### src/rtl/decade_slot_arbiter_if.sv
// Bus bundle for the decade slot arbiter.
// The master side drives enable/req/done and observes the grant state;
// the slave side is the arbiter itself.
interface decade_slot_arbiter_if;
   logic       enable;
   logic [9:0] req;
   logic       done;
   logic [9:0] gnt;
   logic [3:0] slot;
   logic       busy;
   logic       wrap;
   logic       timeout;

   modport master (
      output enable, req, done,
      input  gnt, slot, busy, wrap, timeout
   );

   modport slave (
      input  enable, req, done,
      output gnt, slot, busy, wrap, timeout
   );
endinterface

### src/rtl/decade_slot_arbiter.sv
// Ten-slot round-robin arbiter with a decimal (0..9) slot pointer.
// A slot is granted for at most MAX_HOLD consecutive cycles; release
// happens on done, on the request dropping, or on the hold limit.
// Optional feature macro: SKIP_IDLE_SLOTS_EN
//   undefined - fixed TDM walk, pointer steps one slot per idle cycle
//   defined   - pointer jumps straight to the next requesting slot
module decade_slot_arbiter #(
   parameter int unsigned MAX_HOLD = 15
) (
   input logic                  clk,
   input logic                  reset,
   decade_slot_arbiter_if.slave bus
);

   typedef enum logic [1:0] {
      SCAN = 2'b00,
      BUSY = 2'b01
   } state_t;

   localparam logic [3:0] C_MAX_HOLD = 4'(MAX_HOLD);

   state_t     r_state;
   logic [3:0] r_slot;
   logic [9:0] r_gnt;
   logic       r_busy;
   logic       r_wrap;
   logic       r_timeout;
   logic [3:0] r_hold;

   state_t     w_state;
   logic [3:0] w_slot;
   logic [9:0] w_gnt;
   logic       w_busy;
   logic       w_wrap;
   logic       w_timeout;
   logic [3:0] w_hold;
   logic       w_reqAtSlot;

   // Decimal increment so the pointer can never show 10..15.
   function automatic logic [3:0] nextSlot(input logic [3:0] s);
      return (s >= 4'd9) ? 4'd0 : s + 4'd1;
   endfunction

   assign w_reqAtSlot = (r_slot <= 4'd9) ? bus.req[r_slot] : 1'b0;

`ifdef SKIP_IDLE_SLOTS_EN
   logic       w_found;
   logic [3:0] w_pick;
   logic [4:0] w_idx;

   // Circular search from the current pointer; scanning from the far end
   // backwards lets the nearest requester overwrite the pick last.
   always_comb begin
      w_found = 1'b0;
      w_pick  = r_slot;
      w_idx   = 5'd0;
      for (int k = 9; k >= 0; k--) begin
         w_idx = {1'b0, r_slot} + 5'(k);
         if (w_idx >= 5'd10) begin
            w_idx = w_idx - 5'd10;
         end
         if (bus.req[w_idx[3:0]]) begin
            w_found = 1'b1;
            w_pick  = w_idx[3:0];
         end
      end
   end
`endif

   // Next-state and next-output decode for the SCAN/BUSY machine.
   always_comb begin
      w_state   = r_state;
      w_slot    = r_slot;
      w_gnt     = r_gnt;
      w_busy    = r_busy;
      w_hold    = r_hold;
      w_wrap    = 1'b0;
      w_timeout = 1'b0;
      case (r_state)
         SCAN: begin
            w_gnt  = '0;
            w_busy = 1'b0;
            w_hold = 4'd0;
            if (bus.enable) begin
`ifdef SKIP_IDLE_SLOTS_EN
               if (w_found) begin
                  w_state = BUSY;
                  w_slot  = w_pick;
                  w_gnt   = 10'd1 << w_pick;
                  w_busy  = 1'b1;
                  w_hold  = 4'd1;
                  w_wrap  = (w_pick < r_slot);
               end
`else
               if (w_reqAtSlot) begin
                  w_state = BUSY;
                  w_gnt   = 10'd1 << r_slot;
                  w_busy  = 1'b1;
                  w_hold  = 4'd1;
               end else begin
                  w_slot = nextSlot(r_slot);
                  w_wrap = (r_slot == 4'd9);
               end
`endif
            end
         end
         BUSY: begin
            if (bus.done || !w_reqAtSlot || (r_hold >= C_MAX_HOLD)) begin
               w_state   = SCAN;
               w_gnt     = '0;
               w_busy    = 1'b0;
               w_hold    = 4'd0;
               w_slot    = nextSlot(r_slot);
               w_wrap    = (r_slot == 4'd9);
               w_timeout = !bus.done && w_reqAtSlot;
            end else if (r_hold != 4'hF) begin
               w_hold = r_hold + 4'd1;
            end
         end
         default: begin
            w_state = SCAN;
            w_gnt   = '0;
            w_busy  = 1'b0;
            w_hold  = 4'd0;
         end
      endcase
   end

   // State and registered outputs, with reset overriding everything.
   always_ff @(posedge clk) begin
      if (reset) begin
         r_state   <= SCAN;
         r_slot    <= 4'd0;
         r_gnt     <= '0;
         r_busy    <= 1'b0;
         r_wrap    <= 1'b0;
         r_timeout <= 1'b0;
         r_hold    <= 4'd0;
      end else begin
         r_state   <= w_state;
         r_slot    <= w_slot;
         r_gnt     <= w_gnt;
         r_busy    <= w_busy;
         r_wrap    <= w_wrap;
         r_timeout <= w_timeout;
         r_hold    <= w_hold;
      end
   end

   assign bus.gnt     = r_gnt;
   assign bus.slot    = r_slot;
   assign bus.busy    = r_busy;
   assign bus.wrap    = r_wrap;
   assign bus.timeout = r_timeout;

endmodule

### src/flat_wrapper.sv
// flat-port wrapper written by rule: the top's interface ports become plain ports
module decade_slot_arbiter_flat 
#(
   parameter int unsigned MAX_HOLD = 15
)
  (clk, reset, bus_enable, bus_req, bus_done, bus_gnt, bus_slot, bus_busy, bus_wrap, bus_timeout);
  decade_slot_arbiter_if bus_i ();
  input logic clk;
  input logic reset;
  input wire logic [$bits(bus_i.enable)-1:0] bus_enable;
  input wire logic [$bits(bus_i.req)-1:0] bus_req;
  input wire logic [$bits(bus_i.done)-1:0] bus_done;
  output wire logic [$bits(bus_i.gnt)-1:0] bus_gnt;
  output wire logic [$bits(bus_i.slot)-1:0] bus_slot;
  output wire logic [$bits(bus_i.busy)-1:0] bus_busy;
  output wire logic [$bits(bus_i.wrap)-1:0] bus_wrap;
  output wire logic [$bits(bus_i.timeout)-1:0] bus_timeout;
  assign bus_i.enable = bus_enable;
  assign bus_i.req = bus_req;
  assign bus_i.done = bus_done;
  assign bus_gnt = bus_i.gnt;
  assign bus_slot = bus_i.slot;
  assign bus_busy = bus_i.busy;
  assign bus_wrap = bus_i.wrap;
  assign bus_timeout = bus_i.timeout;
  decade_slot_arbiter #(.MAX_HOLD(MAX_HOLD)) u_core (.clk(clk), .reset(reset), .bus(bus_i));
endmodule
### config.mk
export PLATFORM = sky130hd
export DESIGN_NAME = decade_slot_arbiter_flat
export DESIGN_NICKNAME = d
export VERILOG_FILES = /design/src/rtl/decade_slot_arbiter_if.sv /design/src/rtl/decade_slot_arbiter.sv /design/src/flat_wrapper.sv
export SDC_FILE = /design/constraint.sdc
export NUM_CORES = 1
export LEC_CHECK = 0
export ABC_AREA = 1
export BUFFER_PORTS_ARGS = -buffer_cell sky130_fd_sc_hd__buf_2
export CAP_MARGIN = 20
export CORE_MARGIN = 2
export CORE_UTILIZATION = 59
export CTS_BUF_LIST = sky130_fd_sc_hd__clkbuf_2 sky130_fd_sc_hd__clkbuf_4 sky130_fd_sc_hd__clkbuf_8
export DETAILED_ROUTE_END_ITERATION = 10
export PLACE_DENSITY = 0.86
export SKIP_CTS_REPAIR_TIMING = 1
export SLEW_MARGIN = 20
export SYNTH_ARGS = -nofsm -noshare
export SYNTH_HDL_FRONTEND = slang
export SYNTH_SLANG_ARGS = --single-unit
### constraint.sdc
create_clock -name clk -period 2.73 [get_ports clk]
set_input_delay 0.1365 -clock clk [delete_from_list [all_inputs] [get_ports clk]]
set_output_delay 0.1365 -clock clk [all_outputs]
set_load 0.005 [all_outputs]
Word level (Yosys, flattened, before mapping)
Cells that the tools add are included.
{"block": "word_totals", "reg_bits": 23, "input_bits": 14, "output_inout_bits": 17, "wordCells": 63}
{"block": "classes", "addsub": 2, "magnitude_cmp": 4, "n_eq_ne": 8, "n_shift": 1, "mux": 29, "n_bitwise": 2, "n_reduce_logical": 10}
{"operator": "$mux 10", "n": 3}
{"operator": "$mux 4", "n": 7}
{"operator": "$pmux 10 s2", "n": 1}
{"operator": "$pmux 4 s2", "n": 2}
{"operator": "$shl 1x4->10 const A", "n": 1}
{"operator": "$mux 1", "n": 9}
{"operator": "$add 4x1->4 const B", "n": 2}
{"operator": "$ge 4x4->1 const B", "n": 2}
{"operator": "$mux 2", "n": 3}
{"operator": "$lt 4x5->1 const B", "n": 1}
{"operator": "$bmux 1 s4", "n": 1}
{"operator": "$eq 4x4->1 const B", "n": 1}
{"operator": "$le 4x4->1 const B", "n": 1}
{"operator": "$ne 2x1->1 const B", "n": 2}
{"operator": "$ne 2x2->1 const B", "n": 2}
{"operator": "$ne 4x4->1 const B", "n": 1}
{"operator": "$pmux 1 s2", "n": 2}
{"operator": "$pmux 2 s2", "n": 1}
{"operator": "$reduce_and 4->1", "n": 1}
{"operator": "$ne 3x1->1 const B", "n": 1}
{"operator": "$reduce_and 3->1", "n": 1}
{"operator": "$reduce_or 3->1", "n": 1}
{"operator": "$eq 2x1->1 const B", "n": 1}
{"operator": "$logic_not 1->1", "n": 2}
{"operator": "5 further kinds", "n": 7}

Logic depth before layout (Yosys ltp)
Gate-level depths: netlist of run 1.
{"block": "logic_depth", "depth_word": 8, "mapped_depth": 14, "depth_no_buf": 13}

Worst setup path before layout of run 1
OpenSTA, ideal clock, no wires.
{"block": "synth_timing", "path_type": "flip-flop to flip-flop", "startpoint": "register u_core.r_slot[1], in the netlist u_core.bus.slot[1]", "endpoint": "register u_core.r_slot[1], in the netlist u_core.bus.slot[1]", "setup_time_ps": 137, "arrival_ps": 1561, "required_ps": 2593, "slack_ps": 1032, "stages_incl_launch_ff": 13, "n_path_buf": 0, "synth_period_minus_slack_ps": 1698, "path_cell_list": "dfxtp_1 inv_1 ha_1 nor2_1 nor2_1 nand3_2 nand2_4 inv_2 nand2_1 nand2_2 nand2_1 nand2_1 nor2_1"}
{"block": "synth_via", "elab_chain_cells": 8, "elab_cells_between_ends": 17, "classes_between": "add/sub: 1; order compare: 2; eq/ne: 2; mux: 8; reduce/logical: 4"}
{"item": "start: declaration", "line_no": "decade_slot_arbiter.sv:23", "rtl": "logic [3:0] r_slot;"}
{"item": "start signal: assignment", "line_no": "decade_slot_arbiter.sv:141", "rtl": "r_slot <= w_slot;"}
{"item": "$bmux 1 s4", "line_no": "decade_slot_arbiter.sv:44", "rtl": "assign w_reqAtSlot = (r_slot <= 4'd9) ? bus.req[r_slot] : 1'b0;"}
{"item": "$mux 1 (not written as such)", "line_no": "decade_slot_arbiter.sv:44"}
{"item": "$mux 1", "line_no": "decade_slot_arbiter.sv:44"}
{"item": "$logic_not 1->1", "line_no": "decade_slot_arbiter.sv:108", "rtl": "if (bus.done || !w_reqAtSlot || (r_hold >= C_MAX_HOLD)) begin"}
{"item": "$logic_or 1x1->1 (2 in series)", "line_no": "decade_slot_arbiter.sv:108"}
{"item": "$ne 2x1->1 (no line)"}
{"item": "$reduce_and 4->1 (no line)"}
Parallel ways exist; a longest one is shown, timed or not. The select of a mux whose other input is x is not followed.
A chain may end at the register's enable or synchronous reset.

Final worst setup path of run 1
{"block": "layout_timing", "startpoint": "register u_core.r_slot[0], in the netlist u_core.bus.slot[0]", "endpoint": "register u_core.r_gnt[8], in the netlist u_core.bus.gnt[8]"}
{"block": "layout_via", "elab_chain_cells": 7, "elab_cells_between_ends": 12, "classes_between": "order compare: 1; eq/ne: 1; shift: 1; mux: 6; reduce/logical: 3"}
{"item": "parallel branches: the longest is 7 deep, another holds $mux 10"}
{"item": "end signal: assignment", "line_no": "decade_slot_arbiter.sv:142", "rtl": "r_gnt <= w_gnt;"}
{"item": "end: declaration", "line_no": "decade_slot_arbiter.sv:24", "rtl": "logic [9:0] r_gnt;"}
Parallel ways; which one is timed is not known. The select of a mux whose other input is x is not followed.

==> reports/qor.txt, run 1 <==
Status: finished clean
Syn Inst Count: 178
Max-capacitance violation count: 0
I/O pins: 31
Dpl hpwl: 2260 µm
Syn Area/Cell: 7.49 µm²
Vias in the first global route: 1,203
Seq cells post-synth: 22
Root buf cell: clkbuf_4
CP Buf/Inv Count: 0
Layout cells sized above 1: 30.5%
Post-route cell area: 0.00155 mm²
Area leader, netlist: dfxtp_1
Initial antenna violation count: 0
Synthesized cell area: 0.00133 mm²
CP required: 2990 ps
Final setup viols: 0
GRT Total Usage: 24.7%
Worst setup EP type: flip-flop
Htree depth: 1
Cell Pwr Density: 839 mW/mm²
Met1 WL: 1210 µm
Post-synth top cells: nand2_1, dfxtp_1, nand3_1
Starting density of the core: 61.4%
First-pass detailed-route iteration total: 4
Largest net degree at the start of global routing: 14
Top-count cell post-synth: nand2_1
Seq/Total Area, Yosys: 33.1%
Commonest register cell after synthesis: dfxtp_1
Metal3 WL: 293 µm
Share of the synthesized area in the top cell type: 33.1%
Slew Limit Fails: 0
Ys async rst share: 0%
Yosys warns: 0
Leakage: 0.802 nW
Final period utilization: 74.6%
Arr. time, crit path: 2300 ps
Max clock buf depth: 2
Crit Path Max Fanout: 12
Chip Height: 51.5 µm
Final nets: 233
Total CTS buffers: 3
Met2 routed WL: 1510 µm
Setup Skew: 4.00 ps
CP peak stage delay: 680 ps
Die W: 51.5 µm
Routed vias: 1,331
TNS Setup: 0 ps
Min cycle time layout: 2040 ps
Worst ir drop on vdd: 865 µV
Placeable Area: 0.00217 mm²
Syn nets: 200
Vias/cell: 5.59
Power, Total: 1.30 mW
Fillers: 181
Peak Freq: 491 MHz
Uppermost layer routed: met4
Antenna-violating nets left: 0
Most frequent CP cell: nor2_1
Type of the worst min-delay path: in -> reg
Library cells used by synthesis: 30
First-pass GRT wire length: 4910 µm
Congestion Overflow GR: 0
Worst-Skew Late Latency: 320 ps
Largest cells by area after synthesis: dfxtp_1, nand2_1, nand3_1
Final hold vios: 0
Critical path's top delay family: simple AND/OR/NAND/NOR gates
CP max-delay cell: dfxtp_1
DR iter-0 viols: 66
Fin util: 71.6%
Standard-cell row count: 17
Measured slew at the worst slew-check pin: 576 ps
Ant. Diodes: 0
Setup CP Type: reg -> reg
TritonCTS clock tree: yes
# DRC: 0
Worst slew margin: 61.6%
GP Congestion: 0.823
IO Port Bufs: 30
Area growth syn-to-layout: 16.6%
Clk slew on worst S/H paths: 130 ps
CP cell instances: ha_1, nor2_1, nor2_1, nand3_2, nand2_4, nand4_4, nor2_8, nand2_1, o21ai_2
Die area: 0.00265 mm²
Drt wl/cell: 13.2 µm
RSZ-0062 raised after global routing: no
Total wire length: 3150 µm
CP startpoint kind: flip-flop
DP Area: 0.00149 mm²
Post-synth EDFFs: 0
# clock sinks: 22
kinds of logic after synthesis:
kind of cell | after synthesis | synth area share, %
simple gates | 107 | 42.3
buf+inv | 25 | 8.92
flops | 22 | 33.1
compound gates | 13 | 6.20
fa+ha+maj | 8 | 7.51
xor+xnor | 3 | 1.97
flip-flops by register name, summed over array words and instances (netlist names):
name,cells
u_core.bus.gnt,10
u_core.bus.slot,4
u_core.r_hold,4
u_core.bus.busy,1
u_core.bus.timeout,1
u_core.bus.wrap,1
u_core.r_state,1
placed cells by master (no fill, tap or decap), types with 2 or more instances in the layout:
cell type  instances
a21oi_1            4
buf_2             30
clkbuf_4           3
dfxtp_1           22
ha_1               8
inv_1             17
inv_2              3
nand2_1           41
nand2_2            6
nand3_1           21
nand3_2            5
nand4_1            5
nor2_1            16
nor2_2             4
o21ai_0            4
o21ai_2            4
xor2_1             2
path summary, 6_finish.rpt:
kind                                        start                              end  slack, ps  cells after the start
setup / recovery  u_core.bus.slot[0]$_SDFFE_PP0P_   u_core.bus.gnt[8]$_SDFFE_PP0P_        690                      9
setup reg to reg  u_core.bus.slot[0]$_SDFFE_PP0P_   u_core.bus.gnt[8]$_SDFFE_PP0P_        690                      9
hold reg to reg    u_core.bus.gnt[7]$_SDFFE_PP0P_   u_core.bus.gnt[7]$_SDFFE_PP0P_        460                      2
hold / removal                              reset  u_core.bus.slot[0]$_SDFFE_PP0P_        160                      2
power by group:
group | switching [mW] | leakage (nW) | total [mW] | internal [mW]
Combinational | 0.384 | 0.595 | 0.597 | 0.213
Sequential | 0.0895 | 0.178 | 0.452 | 0.362
Clock | 0.106 | 0.0279 | 0.255 | 0.148
through the flow:
step | cells | hold slack, ps | worst slack, ps
4_1_cts | 237 | -21.3 | 701
3_5_place_dp | 233 | 320 | 742
3_3_place_gp | 233 | 319 | 842
6_report | 238 | 156 | 693
5_1_grt | 238 | 181 | 542
2_1_floorplan | 178 | 213 | 1030
cell type report:
type	count	area [µm²]	area share [%]
clock inverter	1	30.0	1.93
tap	28	35.0	2.25
clock buffer	3	22.5	1.45
timing repair buffer	31	160	10.3
multi-input combinational	131	773	49.8
sequential	22	440	28.3
inverter	22	92.6	5.96
worst register-to-register path, stage by stage, from the launching register on:
cell	delay, ps
dfxtp_1	680
ha_1	330
nor2_1	80
nor2_1	110
nand3_2	90
nand2_4	140
nand4_4	170
nor2_8	220
nand2_1	100
o21ai_2	60
layer usage:
| metal | global-route usage [%] | vias up |
|---|---|---|
| li1 | - | 638 |
| met1 | 28.4 | 591 |
| met2 | 42.9 | 83 |
| met3 | 4.31 | 19 |
| met4 | 13.6 | 0 |
| met5 | 0 | - |
Power figures use the tool's default switching activity.
==> run 2, diff against run 1 <==
--- a/config.mk
+++ b/config.mk
@@ -9,10 +9,10 @@
 export BUFFER_PORTS_ARGS = -buffer_cell sky130_fd_sc_hd__buf_2
 export CAP_MARGIN = 20
 export CORE_MARGIN = 2
-export CORE_UTILIZATION = 59
+export CORE_UTILIZATION = 50
 export CTS_BUF_LIST = sky130_fd_sc_hd__clkbuf_2 sky130_fd_sc_hd__clkbuf_4 sky130_fd_sc_hd__clkbuf_8
 export DETAILED_ROUTE_END_ITERATION = 10
-export PLACE_DENSITY = 0.86
+export PLACE_DENSITY = 0.78
 export SKIP_CTS_REPAIR_TIMING = 1
 export SLEW_MARGIN = 20
 export SYNTH_ARGS = -nofsm -noshare
==> constraint.sdc (replaced) <==
create_clock -name clk -period 1.8 [get_ports clk]
set_input_delay 0.09 -clock clk [delete_from_list [all_inputs] [get_ports clk]]
set_output_delay 0.09 -clock clk [all_outputs]
set_load 0.005 [all_outputs]
==> run 2 against run 1 <==
Sequential share of layout area shrank 0.78 points. Worst hold slack worse by 30 ps. Sequential power increased by 39%. Core utilization is 7.5 points lower. Final area grew 3.1%. Cell count increased by 3.4%. Clock power up 50%. Global-route usage decreased by 5.5 points. Critical path depth grew 1. Die area up 17%. Clock skew grew 8.8 ps. Combinational power is 69% higher. Critical path type unchanged. Largest power group unchanged.
==> reports/qor.txt, run 2 (synthesis gave the netlist of run 1 again) <==
Htree depth: 1 (unchanged)
Area growth syn-to-layout: 20.3%
Register Area: 442 µm² (+0.28%)
DR iter-0 viols: 38 (-42%)
RSZ-0062 raised after global routing: no
First-pass detailed-route iteration total: 4 (unchanged)
Die W: 55.6 µm (+8.0%)
Worst setup EP type: flip-flop
Cell Pwr Density: 1260 mW/mm² (+50%)
Largest register FFs: 10 (unchanged)
Vias/cell: 5.25 (-6.1%)
Placeable Area: 0.00250 mm² (+15%)
Fillers: 205 (+13%)
I/O pins: 31 (unchanged)
Slew Limit Fails: 0 (unchanged)
Drt wl/cell: 11.8 µm (-11%)
Routed vias: 1,292 (-2.9%)
Final period utilization: 95.9% (+21 points)
Vias in the first global route: 1,174 (-2.4%)
Layout cells sized above 1: 33.3% (+2.9 points)
Final worst setup slack: 73.1 ps (-620 ps)
# clock sinks: 22 (unchanged)
TritonCTS clock tree: yes
CP startpoint kind: flip-flop
Worst-Skew Late Latency: 320 ps (about the same)
Peak Freq: 579 MHz (+18%)
Leakage: 0.833 nW (+3.9%)
Placed Instances: 241 (+3.4%)
Hold_ws: 127 ps (-29.9 ps)
GP Congestion: 0.908 (+10%)
Die area: 0.00309 mm² (+17%)
Non-filler instance count after layout: 246 (+3.4%)
Worst ir drop on vdd: 940 µV (+8.7%)
Ant. Diodes: 0 (unchanged)
Root buf cell: clkbuf_4
Setup Skew: 12.8 ps (+8.80 ps)
Chip Height: 55.6 µm (+8.0%)
Crit Path Max Fanout: 12 (unchanged)
Total CTS buffers: 3 (unchanged)
Final hold vios: 0 (unchanged)
Starting density of the core: 53.3% (-8.1 points)
# DRC: 0 (unchanged)
IO Port Bufs: 30 (unchanged)
Commonest non-fill, non-tap cells in the layout: nand2_1, buf_2, nand3_1, dfxtp_1
Arr. time, crit path: 1980 ps (-320 ps)
Setup CP Type: reg -> reg
Initial antenna violation count: 0 (unchanged)
Final nets: 239 (+2.6%)
Max clock buf depth: 2 (unchanged)
Pre-CTS WS: 85.5 ps (-657 ps)
TNS Setup: 0 ps (unchanged)
Max-capacitance violation count: 0 (unchanged)
First-pass GRT wire length: 4890 µm (-0.41%)
Antenna-violating nets left: 0 (unchanged)
Status: finished clean
GRT Total Usage: 19.1% (-5.5 points)
Area of the multi-input gates: 773 µm² (unchanged)
Final setup viols: 0 (unchanged)
Worst slew margin: 73.8% (+12 points)
Total wire length: 2900 µm (-7.9%)
Measured slew at the worst slew-check pin: 392 ps (-184 ps)
Type of the worst min-delay path: in -> reg
Standard-cell row count: 18 (+1)
CP required: 2050 ps (-940 ps)
Fin util: 64.1% (-7.5 points)
Largest net degree at the start of global routing: 14 (unchanged)
Clk slew on worst S/H paths: 130 ps (about the same)
Min cycle time layout: 1730 ps (-310 ps)
Commonest non-fill, non-tap cell in the layout: nand2_1
Congestion Overflow GR: 0 (unchanged)
Dpl hpwl: 2220 µm (-1.7%)
run 2: layout make-up:
class	instances	area share, %
tap	30	2.34
clock inverter	1	1.87
clock buffer	3	1.41
sequential	22	27.6
timing repair buffer	37	12.8
multi-input combinational	131	48.2
inverter	22	5.78
run 2: stage by stage:
stage               power [mW]  cell area (µm²)
floorplan                 1.37             1330
global placement          1.60             1540
detailed placement        1.62             1540
CTS                       2.01             1590
global route              2.18             1600
finish                    2.02             1600
run 2: final timing paths:
path                                           to  depth (start not counted)  slack [ps]                            start
setup / recovery   u_core.bus.gnt[4]$_SDFFE_PP0P_                         10          70  u_core.bus.slot[0]$_SDFFE_PP0P_
hold / removal    u_core.bus.slot[0]$_SDFFE_PP0P_                          2         130                            reset
setup reg to reg   u_core.bus.gnt[4]$_SDFFE_PP0P_                         10          70  u_core.bus.slot[0]$_SDFFE_PP0P_
hold reg to reg    u_core.bus.gnt[3]$_SDFFE_PP0P_                          2         450   u_core.bus.gnt[3]$_SDFFE_PP0P_
run 2: power breakdown:
group,internal (mW),switching [mW]
registers,0.552,0.0753
clock network,0.225,0.158
logic,0.380,0.629
run 2: per-layer routing:
layer	vias to the layer above	GRT usage, %	part of all wire [%]
met3	5	2.79	7.2
met1	582	25.5	45
met2	58	32.1	47
li1	647	-	-
met4	0	5.23	0.96
met5	-	0	0
run 2: worst max-delay path, stage by stage, from the launching register on:
cell     delay [ps]
dfxtp_2         390
inv_8           100
ha_1            180
nor2_1           50
nor2_1          130
nand3_2         110
nand2_4         140
nand4_4         190
nor2_8          210
nand2_1          80
o21ai_2          60
==> run 3, diff against run 2 <==
--- a/config.mk
+++ b/config.mk
@@ -6,12 +6,13 @@
 export NUM_CORES = 1
 export LEC_CHECK = 0
 export ABC_AREA = 1
-export BUFFER_PORTS_ARGS = -buffer_cell sky130_fd_sc_hd__buf_2
 export CAP_MARGIN = 20
+export CORE_ASPECT_RATIO = 1.5
 export CORE_MARGIN = 2
-export CORE_UTILIZATION = 50
+export CORE_UTILIZATION = 59
 export CTS_BUF_LIST = sky130_fd_sc_hd__clkbuf_2 sky130_fd_sc_hd__clkbuf_4 sky130_fd_sc_hd__clkbuf_8
 export DETAILED_ROUTE_END_ITERATION = 10
+export DONT_BUFFER_PORTS = 1
 export PLACE_DENSITY = 0.78
 export SKIP_CTS_REPAIR_TIMING = 1
 export SLEW_MARGIN = 20
==> run 3 against run 2 <==
Sequential share of layout area increased by 2.0 points. Final area decreased by 6.3%. Cell count decreased by 13%. Total power decreased by 1.6%. Flip-flop and latch count unchanged. Combinational power increased by 7%. Largest power group unchanged. Worst hold slack got worse by 300 ps. Routed wire length increased by 3.3%. Global-route usage increased by 2.8 points. The run now ends with hold timing left.
==> reports/qor.txt, run 3 (synthesis gave the netlist of run 1 again) <==
Chip Height: 62.2 µm (+12%)
Violated checks: hold timing
Placed Instances: 204 (-15%)
I/O pins: 31 (unchanged)
Largest net degree at the start of global routing: 13 (-1)
Routed vias: 1,228 (-5.0%)
Total wire length: 3000 µm (+3.3%)
Final setup viols: 0 (unchanged)
Dpl hpwl: 2240 µm (+0.58%)
Starting density of the core: 61.1% (+7.8 points)
Htree depth: 1 (unchanged)
Drt wl/cell: 14.1 µm (+19%)
CP startpoint: u_core.bus.slot[0]$_SDFFE_PP0P_
Die area: 0.00266 mm² (-14%)
CP endpoint: u_core.r_hold[2]$_SDFFE_PP0P_
Setup CP Type: reg -> reg
Crit Path Max Fanout: 11 (-1)
Setup Skew: 4.07 ps (-8.73 ps)
Largest register FFs: 10 (unchanged)
Max-capacitance violation count: 0 (unchanged)
GP Congestion: 0.871 (-4.1%)
R2R Setup Slk: 50 ps (-20 ps)
Cell Pwr Density: 1320 mW/mm² (+5.1%)
CP required: 2060 ps (about the same)
# clock sinks: 22 (unchanged)
Final hold vios: 21 (+21)
First-pass GRT wire length: 4600 µm (-5.9%)
Antenna-violating nets left: 0 (unchanged)
Max clock buf depth: 2 (unchanged)
Clk slew on worst S/H paths: 120 ps (about the same)
Worst reg2reg endpoint: u_core.r_hold[2]$_SDFFE_PP0P_
Worst ir drop on vdd: 832 µV (-11%)
Ant. Diodes: 0 (unchanged)
Initial antenna violation count: 0 (unchanged)
Commonest non-fill, non-tap cell in the layout: nand2_1
First-pass detailed-route iteration total: 4 (unchanged)
RR Startpoint: u_core.bus.slot[0]$_SDFFE_PP0P_
Post-route cell area: 0.00150 mm² (-6.3%)
Hold_ws: -174 ps (-301 ps)
DP Area: 0.00139 mm² (-9.5%)
Standard-cell row count: 21 (+3)
Arr. time, crit path: 2010 ps (+30 ps)
Congestion Overflow GR: 0 (unchanged)
Worst Reg-to-Reg Cells: 11 (+1)
Measured slew at the worst slew-check pin: 408 ps (+16.5 ps)
Type of the worst min-delay path: in -> reg
Worst-Skew Late Latency: 310 ps (about the same)
Final worst setup slack: 48.5 ps (-24.6 ps)
Fillers: 176 (-14%)
GRT Total Usage: 21.9% (+2.8 points)
Final period utilization: 97.3% (+1.4 points)
Layout cells sized above 1: 25.3% (-8.1 points)
TritonCTS clock tree: yes
Status: finished, violations left
Non-filler instance count after layout: 213 (-13%)
Total CTS buffers: 3 (unchanged)
Placeable Area: 0.00218 mm² (-13%)
Area growth syn-to-layout: 12.7%
Die W: 42.8 µm (-23%)
Vias in the first global route: 1,098 (-6.5%)
IO Port Bufs: 0 (-100%)
Vias/cell: 5.77 (+9.8%)
Peak Freq: 571 MHz (-1.4%)
Min cycle time layout: 1750 ps (+24.6 ps)
Leakage: 0.697 nW (-16%)
Worst slew margin: 72.7% (-1.1 points)
CP startpoint kind: flip-flop
# DRC: 0 (unchanged)
Commonest non-fill, non-tap cells in the layout: nand2_1, nand3_1, dfxtp_1, inv_1, nor2_1
Worst setup EP type: flip-flop
Final nets: 213 (-11%)
DR iter-0 viols: 44 (+16%)
Root buf cell: clkbuf_4
Slew Limit Fails: 0 (unchanged)
Power, Total: 1.99 mW (-1.6%)
Pre-CTS WS: 22.0 ps (-63.6 ps)
==> run 3: cell types whose count changed in the layout (fill, tap and decap cells not counted), sizes merged <==
cell,change
buf,-28
bufinv,-1
clkbuf,+1
clkinv,+1
inv,-1
nand4,+1
nor2,+1
==> run 3: area by class of cell <==
cell class                      instances  area, µm²  share of cell area [%]
Clock buffer                            4       36.3                    2.42
Inverter                               22       97.6                    6.50
Multi-Input combinational cell        133        812                    54.1
Sequential cell                        22        444                    29.6
Tap cell                               23       28.8                    1.92
Timing Repair Buffer                    9       82.6                    5.50
==> run 3: power by group <==
part	switching (mW)	internal, mW	total, mW
combinational	0.657	0.422	1.08
sequential	0.0777	0.556	0.634
clock	0.152	0.124	0.275
==> run 3: how the worst min path moves through the flow <==
stage / start / end / slack [ps] / depth (start not counted)
after floorplan: bus_done / u_core.bus.timeout$_SDFF_PP0_ / 170 / 1
after global placement: reset / u_core.bus.wrap$_SDFF_PP0_ / 160 / 1
after detailed placement: reset / u_core.bus.gnt[2]$_SDFFE_PP0P_ / 160 / 1
after CTS: reset / u_core.bus.wrap$_SDFF_PP0_ / -170 / 1
after global routing: reset / u_core.bus.slot[0]$_SDFFE_PP0P_ / -190 / 1
final: reset / u_core.bus.slot[0]$_SDFFE_PP0P_ / -170 / 1
==> run 3: metal layers <==
layer	routed length [µm]	track usage, %
met1	1180	22.4
met2	1530	40.0
met3	172	5.23
met4	110	9.77
met5	0	0
==> run 3: critical path, cell delays in order, from the launching register on <==
cell and delay [ps]:
dfxtp_4 390, buf_12 140, clkinv_8 70, ha_4 130, nor2_1 40, nor2_1 150
nand3_2 100, nand2_4 130, nand4_4 180, nor2_4 210, inv_4 70, nor2_2 80
==> run 3: stage by stage <==
step	TNS [ps]	hold slack, ps	util, %
after floorplan	0	167	-
after global placement	0	164	63.9
after detailed placement	0	164	63.9
after CTS	-40.2	-171	65.5
after global routing	-42.8	-188	68.8
final	0	-174	68.8
